<file path="src/rtl/sw_ingress.sv">
// -----------------------------------------------------------------------------
// sw_ingress -- switch ingress stage.
//
// Parses a packet stream of the form  header, length L, L payload words
// and forwards it to one of NUM_OF_PORTS downstream FIFOs. The header is the
// destination port index. Packets with an out-of-range header are consumed
// and discarded. Data is a zero-latency pass-through. The per-port rd_in bit
// back-pressures the source through in_ready.
//
// Optional feature (macro SW_INGRESS_PARITY_EN):
//   Each packet carries one trailing parity word. It is forwarded like payload.
//   After it is transferred, the XOR of header, length, payload and parity is
//   checked. If the XOR is nonzero, pkt_err pulses for one cycle.
//   Without the macro there is no parity word and pkt_err is tied to 0.
//
// Ports:
//   clk, rst    clock; asynchronous active-high reset
//   in_data     packet word from the source
//   in_valid    in_data is valid
//   in_ready    word is accepted this cycle (transfer = in_valid & in_ready)
//   rd_in       per-port "FIFO not full"
//   sw_en       write strobe for the port selected by port_addr
//   port_data   word broadcast to all ports (equals in_data)
//   port_addr   destination of the current packet
//   pkt_cnt     forwarded packets, saturating at 16'hFFFF
//   drop_cnt    dropped packets, saturating at 16'hFFFF
//   pkt_err     one-cycle parity error pulse
// -----------------------------------------------------------------------------
module sw_ingress #(
    parameter int NUM_OF_PORTS = 4,
    parameter int W_WIDTH      = 8
) (
    input  logic                    clk,
    input  logic                    rst,
    input  logic [W_WIDTH-1:0]      in_data,
    input  logic                    in_valid,
    output logic                    in_ready,
    input  logic [NUM_OF_PORTS-1:0] rd_in,
    output logic                    sw_en,
    output logic [W_WIDTH-1:0]      port_data,
    output logic [W_WIDTH-1:0]      port_addr,
    output logic [15:0]             pkt_cnt,
    output logic [15:0]             drop_cnt,
    output logic                    pkt_err
);
    localparam int IDX_W = $clog2(NUM_OF_PORTS);
    // One extra bit so that a dropped packet of maximum length plus its
    // trailing parity word still fits in the remaining-word counter.
    localparam int REM_W = W_WIDTH + 1;
`ifdef SW_INGRESS_PARITY_EN
    localparam logic [REM_W-1:0] TRAIL_WORDS = REM_W'(1);
`else
    localparam logic [REM_W-1:0] TRAIL_WORDS = '0;
`endif

    typedef enum logic [2:0] {
        S_IDLE,
        S_LEN,
        S_PAYLOAD,
        S_DROP_LEN,
        S_DROP
`ifdef SW_INGRESS_PARITY_EN
        , S_PARITY
`endif
    } state_t;

    state_t             state_reg, state_next;
    logic [W_WIDTH-1:0] addr_reg, addr_next;
    logic [REM_W-1:0]   rem_reg, rem_next;
    logic [REM_W-1:0]   drop_len;
    logic [15:0]        pkt_cnt_reg, drop_cnt_reg;
    logic               pkt_inc, drop_inc;
    logic               hdr_ok, ready_c, xfer, sw_en_c;
    logic [IDX_W-1:0]   hdr_idx, cur_idx;

    assign hdr_idx  = in_data[IDX_W-1:0];
    assign cur_idx  = addr_reg[IDX_W-1:0];
    assign hdr_ok   = in_data < W_WIDTH'(NUM_OF_PORTS);
    assign drop_len = {1'b0, in_data} + TRAIL_WORDS;

    // The ready decode is kept separate from the next-state logic. The
    // transfer term derived from it then feeds the FSM without a
    // combinational loop inside one process.
    always_comb begin
        ready_c = 1'b0;
        case (state_reg)
            S_IDLE:     ready_c = hdr_ok ? rd_in[hdr_idx] : 1'b1;
            S_LEN:      ready_c = rd_in[cur_idx];
            S_PAYLOAD:  ready_c = rd_in[cur_idx];
`ifdef SW_INGRESS_PARITY_EN
            S_PARITY:   ready_c = rd_in[cur_idx];
`endif
            S_DROP_LEN: ready_c = 1'b1;
            S_DROP:     ready_c = 1'b1;
            default:    ready_c = 1'b0;
        endcase
    end

    assign in_ready = ready_c & ~rst;
    assign xfer     = in_valid & in_ready;

`ifdef SW_INGRESS_PARITY_EN
    logic [W_WIDTH-1:0] par_reg, par_next;
    logic               err_reg, err_next;
`endif

    always_comb begin
        state_next = state_reg;
        addr_next  = addr_reg;
        rem_next   = rem_reg;
        sw_en_c    = 1'b0;
        pkt_inc    = 1'b0;
        drop_inc   = 1'b0;
`ifdef SW_INGRESS_PARITY_EN
        par_next   = par_reg;
        err_next   = 1'b0;
`endif
        case (state_reg)
            S_IDLE: begin
                if (xfer) begin
                    if (hdr_ok) begin
                        sw_en_c    = 1'b1;
                        addr_next  = in_data;
                        state_next = S_LEN;
`ifdef SW_INGRESS_PARITY_EN
                        par_next   = in_data;
`endif
                    end else begin
                        drop_inc   = 1'b1;
                        state_next = S_DROP_LEN;
                    end
                end
            end
            S_LEN, S_PAYLOAD: begin
                if (xfer) begin
                    sw_en_c = 1'b1;
`ifdef SW_INGRESS_PARITY_EN
                    par_next = par_reg ^ in_data;
`endif
                    if (state_reg == S_LEN)
                        rem_next = {1'b0, in_data};
                    else
                        rem_next = rem_reg - REM_W'(1);
                    // Last payload word, or a zero-length packet on the length word.
                    if ((state_reg == S_LEN && in_data == '0) ||
                        (state_reg == S_PAYLOAD && rem_reg == REM_W'(1))) begin
`ifdef SW_INGRESS_PARITY_EN
                        state_next = S_PARITY;
`else
                        state_next = S_IDLE;
                        pkt_inc    = 1'b1;
`endif
                    end else begin
                        state_next = S_PAYLOAD;
                    end
                end
            end
`ifdef SW_INGRESS_PARITY_EN
            S_PARITY: begin
                if (xfer) begin
                    sw_en_c    = 1'b1;
                    err_next   = (par_reg ^ in_data) != '0;
                    pkt_inc    = 1'b1;
                    state_next = S_IDLE;
                end
            end
`endif
            S_DROP_LEN: begin
                if (xfer) begin
                    rem_next   = drop_len;
                    state_next = (drop_len == '0) ? S_IDLE : S_DROP;
                end
            end
            S_DROP: begin
                if (xfer) begin
                    rem_next = rem_reg - REM_W'(1);
                    if (rem_reg == REM_W'(1))
                        state_next = S_IDLE;
                end
            end
            default: state_next = S_IDLE;
        endcase
    end

    always_ff @(posedge clk or posedge rst) begin
        if (rst) begin
            state_reg    <= S_IDLE;
            addr_reg     <= '0;
            rem_reg      <= '0;
            pkt_cnt_reg  <= '0;
            drop_cnt_reg <= '0;
        end else begin
            state_reg <= state_next;
            addr_reg  <= addr_next;
            rem_reg   <= rem_next;
            if (pkt_inc && pkt_cnt_reg != 16'hFFFF)
                pkt_cnt_reg <= pkt_cnt_reg + 16'd1;
            if (drop_inc && drop_cnt_reg != 16'hFFFF)
                drop_cnt_reg <= drop_cnt_reg + 16'd1;
        end
    end

`ifdef SW_INGRESS_PARITY_EN
    always_ff @(posedge clk or posedge rst) begin
        if (rst) begin
            par_reg <= '0;
            err_reg <= 1'b0;
        end else begin
            par_reg <= par_next;
            err_reg <= err_next;
        end
    end
    assign pkt_err = err_reg;
`else
    assign pkt_err = 1'b0;
`endif

    assign sw_en     = sw_en_c;
    assign port_data = in_data;
    // The header cycle shows the incoming header directly, so the
    // downstream port sees its address in the same cycle as sw_en.
    assign port_addr = (state_reg == S_IDLE && in_valid && !rst) ? in_data : addr_reg;
    assign pkt_cnt   = pkt_cnt_reg;
    assign drop_cnt  = drop_cnt_reg;

endmodule

</file>
<file path="config.mk">
export PLATFORM = sky130hd
export DESIGN_NAME = sw_ingress
export DESIGN_NICKNAME = d
export VERILOG_FILES = /design/src/rtl/sw_ingress.sv
export SDC_FILE = /design/constraint.sdc
export NUM_CORES = 1
export LEC_CHECK = 0
export BUFFER_PORTS_ARGS = -buffer_cell sky130_fd_sc_hd__buf_2
export CAP_MARGIN = 20
export CELL_PAD_IN_SITES_DETAIL_PLACEMENT = 1
export CELL_PAD_IN_SITES_GLOBAL_PLACEMENT = 1
export CORE_UTILIZATION = 42
export DETAILED_ROUTE_END_ITERATION = 8
export PLACE_DENSITY_LB_ADDON = 0.1
export SYNTH_ARGS = -nofsm -noshare
export SYNTH_HDL_FRONTEND = slang
export SYNTH_SLANG_ARGS = --single-unit
</file>
<file path="constraint.sdc">
create_clock -name clk -period 3.5 [get_ports clk]
set_clock_uncertainty 0.1 [all_clocks]
set_input_delay 0.35 -clock clk [delete_from_list [all_inputs] [get_ports clk]]
set_output_delay 0.35 -clock clk [all_outputs]
set_load 0.005 [all_outputs]
</file>
==> impl_metrics.env <==
export IMPL_worstMarginPinSlew_ps=968
export IMPL_n_antenna_cell=0
export IMPL_grt_first_pass_wirelength_mm=12.2
export IMPL_clkSinkCount=52
export IMPL_p_sw_uw=698
export IMPL_synth_edff_count=0
export IMPL_ys_types=62
export IMPL_clkTransAtPathRegs_ps=100
export IMPL_ys_warn_count=0
export IMPL_dieArea_sq_mm=0.00780
export IMPL_postCtsSetupBuffers=0
export IMPL_drive_gt1_share_pct=34.1
export IMPL_wl_per_cell_um=16.0
export IMPL_crit_path_top_delay_cell="dfrtp_1"
export IMPL_nNetsFinal=367
export IMPL_dr_pass1_iters=4
export IMPL_rsz0062_at_grt="false"
export IMPL_power_share_switching_pct=36.7
export IMPL_drc_errors=0
export IMPL_start_util_pct=43.4
export IMPL_crit_fanout=13
export IMPL_cp_start_kind="flop"
export IMPL_routed_wl_mm=7.15
export IMPL_fin_area_sq_mm=0.00358
export IMPL_yosysSeqAreaShare_pct=41.6
export IMPL_detailed_place_hpwl_mm=5.20
export IMPL_grtUsageTotal_pct=20.3
export IMPL_ys_top_cells_by_area="dfrtp_1 42%, xnor2_1 5.9%, mux2_2 4.0%, buf_4 2.9%, nand2_1 2.9%"
export IMPL_die_w_um=88.3
export IMPL_num_rows=31
export IMPL_netlist_area_sq_mm=0.00313
export IMPL_crit_type="flop to output port"
export IMPL_hold_class="input port to async pin"
export IMPL_cp_end_kind="output port"
export IMPL_synth_area_leader_cell="dfrtp_1"
export IMPL_power_leakage_nw=1.72
export IMPL_finalSetupTns_ps=0
export IMPL_grt_pass1_vias=2406
export IMPL_cts_htree_levels=2
export IMPL_synth_top_area_share_pct=41.6
export IMPL_synthFlopType="dfrtp_1"
export IMPL_status="complete, no violations"
export IMPL_cts_buffer_depth=2
export IMPL_cap_violations=0
export IMPL_die_h_um=88.3
export IMPL_fmax_mhz=344
export IMPL_synth_xor_area_share_pct=9.20
export IMPL_viasPerCell=5.35
export IMPL_synthCells=296
export IMPL_pin_count=66
export IMPL_combPwrFrac_pct=33.0
export IMPL_antenna_found_initial=0
export IMPL_drt_antenna_violating_nets=0
export IMPL_clock_latency_ps=310
export IMPL_p_seq_share_pct=43.0
export IMPL_core_area_sq_mm=0.00721
export IMPL_cts_tree="built"
export IMPL_worstRegToRegCells=5
export IMPL_reg2reg_from="state_reg[0]"
export IMPL_cts_resized=0
export IMPL_ir_drop_mv=0.284
export IMPL_cpPeakStageDelay_ps=540
export IMPL_p_int_mw=1.21
export IMPL_synth_adder_area_share_pct=1.60
export IMPL_syn_area_per_cell_sq_um=10.6
export IMPL_root_buffer="clkbuf_8"
export IMPL_synth_top_family_by_area="simple AND/OR/NAND/NOR gates"
export IMPL_crit_chain="nor2_2 -> o2111ai_1 -> and2_4 -> a2111oi_0 -> buf_2"
export IMPL_cts_buffers=5
export IMPL_final_cell_mix="64 x buf_2, 52 x dfrtp_1, 24 x nand2_1, 21 x xnor2_1, 15 x a21oi_1"
export IMPL_drt_iter0_markers=89
export IMPL_n_fill_cell=846
export IMPL_synth_compound_area_share_pct=11.0
export IMPL_num_vias=2397
export IMPL_power_per_cell_area_mw_per_mm2=532
export IMPL_worst_r2r_setup_slack_ps=890
export IMPL_finalCritPeriodShare_pct=83.0
export IMPL_setup_viol=0
export IMPL_slew_viol_final=0
export IMPL_relSlewSlack_pct=35.4
export IMPL_cp_required_ps=3050
export IMPL_grt_remaining_overflow=0
export IMPL_dpl_cell_area_sq_mm=0.00345
export IMPL_postCtsHoldBufs=0
export IMPL_min_period_ps=2900
export IMPL_place_congestion=0.828
export IMPL_numPortBuffers=64
export IMPL_clkPwrFrac_pct=23.9
export IMPL_muxShareOfSynthArea_pct=5.80
export IMPL_ys_ff_latch=52
export IMPL_mostFrequentLayoutCell="buf_2"
export IMPL_synthesis_nets=315
export IMPL_cp_data_arrival_time_ps=2450
export IMPL_syn_to_final_growth_pct=14.5
export IMPL_async_flop_share_pct=100
export IMPL_yosys_area_share_simple_pct=25.8
export IMPL_grt_max_degree=54
export IMPL_reg2reg_to="rem_reg[7]"
export IMPL_hold_viol_final=0
[cell type report]
class	count	area, sq um	share of cell area (%)
inverter	6	22.5	0.629
clock buffer	7	96.3	2.69
timing repair buffer	66	335	9.36
clock inverter	1	30.0	0.839
sequential	52	1300	36.3
multi-input combinational	217	1670	46.7
tap	99	124	3.46
[critical path: cells and delay by family, from the launching register on]
kind | cells | cell delay [ps]
flops | 1 | 540
compound gates | 2 | 770
simple gates | 2 | 620
buf+inv | 1 | 210
[cell usage after synthesis (3+ instances only)]
cell type and number:
ha_1 4, clkbuf_1 5, and4b_1 3, dfrtp_1 52, nor2_1 12, nand2_1 24, nor4b_2 3, a21oi_1 15
nand4_1 9, o21ai_0 9, nor2b_1 11, mux2_2 11, and4_1 6, and3_1 4, or2_2 4, buf_4 12
a22o_1 4, xnor2_1 21, nand3_1 12, nor4_2 7, xor2_1 10, nor3_1 4, inv_1 6
[power by group through the flow]
stage	sequential (mW)	clock, mW	combinational (mW)
2_1_floorplan	0.782	0	0.520
3_3_place_gp	0.826	0	0.625
3_5_place_dp	0.830	0	0.634
4_1_cts	0.820	0.472	0.638
5_1_grt	0.842	0.489	0.718
6_report	0.819	0.456	0.629
[logic make-up after synthesis]
group	after synthesis
buffers and inverters	27
adders and majority gates	4
other	1
DFF	52
and+or+nand+nor	120
AOI/OAI and AO/OA	45
xor gates and xnor gates	32
muxes	15
[layer usage]
metal / up-vias / wire length [um] / track usage (%)
li1: 1155 / - / -
met1: 1195 / 3490 / 28.8
met2: 40 / 3290 / 31.3
met3: 7 / 270 / 3.92
met4: 0 / 99 / 6.74
met5: - / 0 / 0
[worst max-delay path by stage]
stage | start | end | slack (ps) | depth (start not counted)
floorplan | rst | sw_en | 340 | 5
global placement | in_data[1] | sw_en | 850 | 7
detailed placement | in_data[1] | rem_reg[7] | 870 | 7
CTS | state_reg[0] | sw_en | 540 | 5
finish | state_reg[0] | sw_en | 600 | 5
global route | state_reg[0] | sw_en | 450 | 5
[per-stage QoR]
stage	hold slack (ps)	power [mW]	setup WS (ps)	instances	utilization, %
finish	183	1.90	597	448	49.6
floorplan	358	1.30	338	296	-
detailed placement	381	1.46	866	440	47.9
CTS	211	1.93	543	448	49.6
global placement	374	1.45	852	440	47.9
global route	247	2.05	448	448	49.6
No activity file was read; power rests on OpenSTA's default activity.
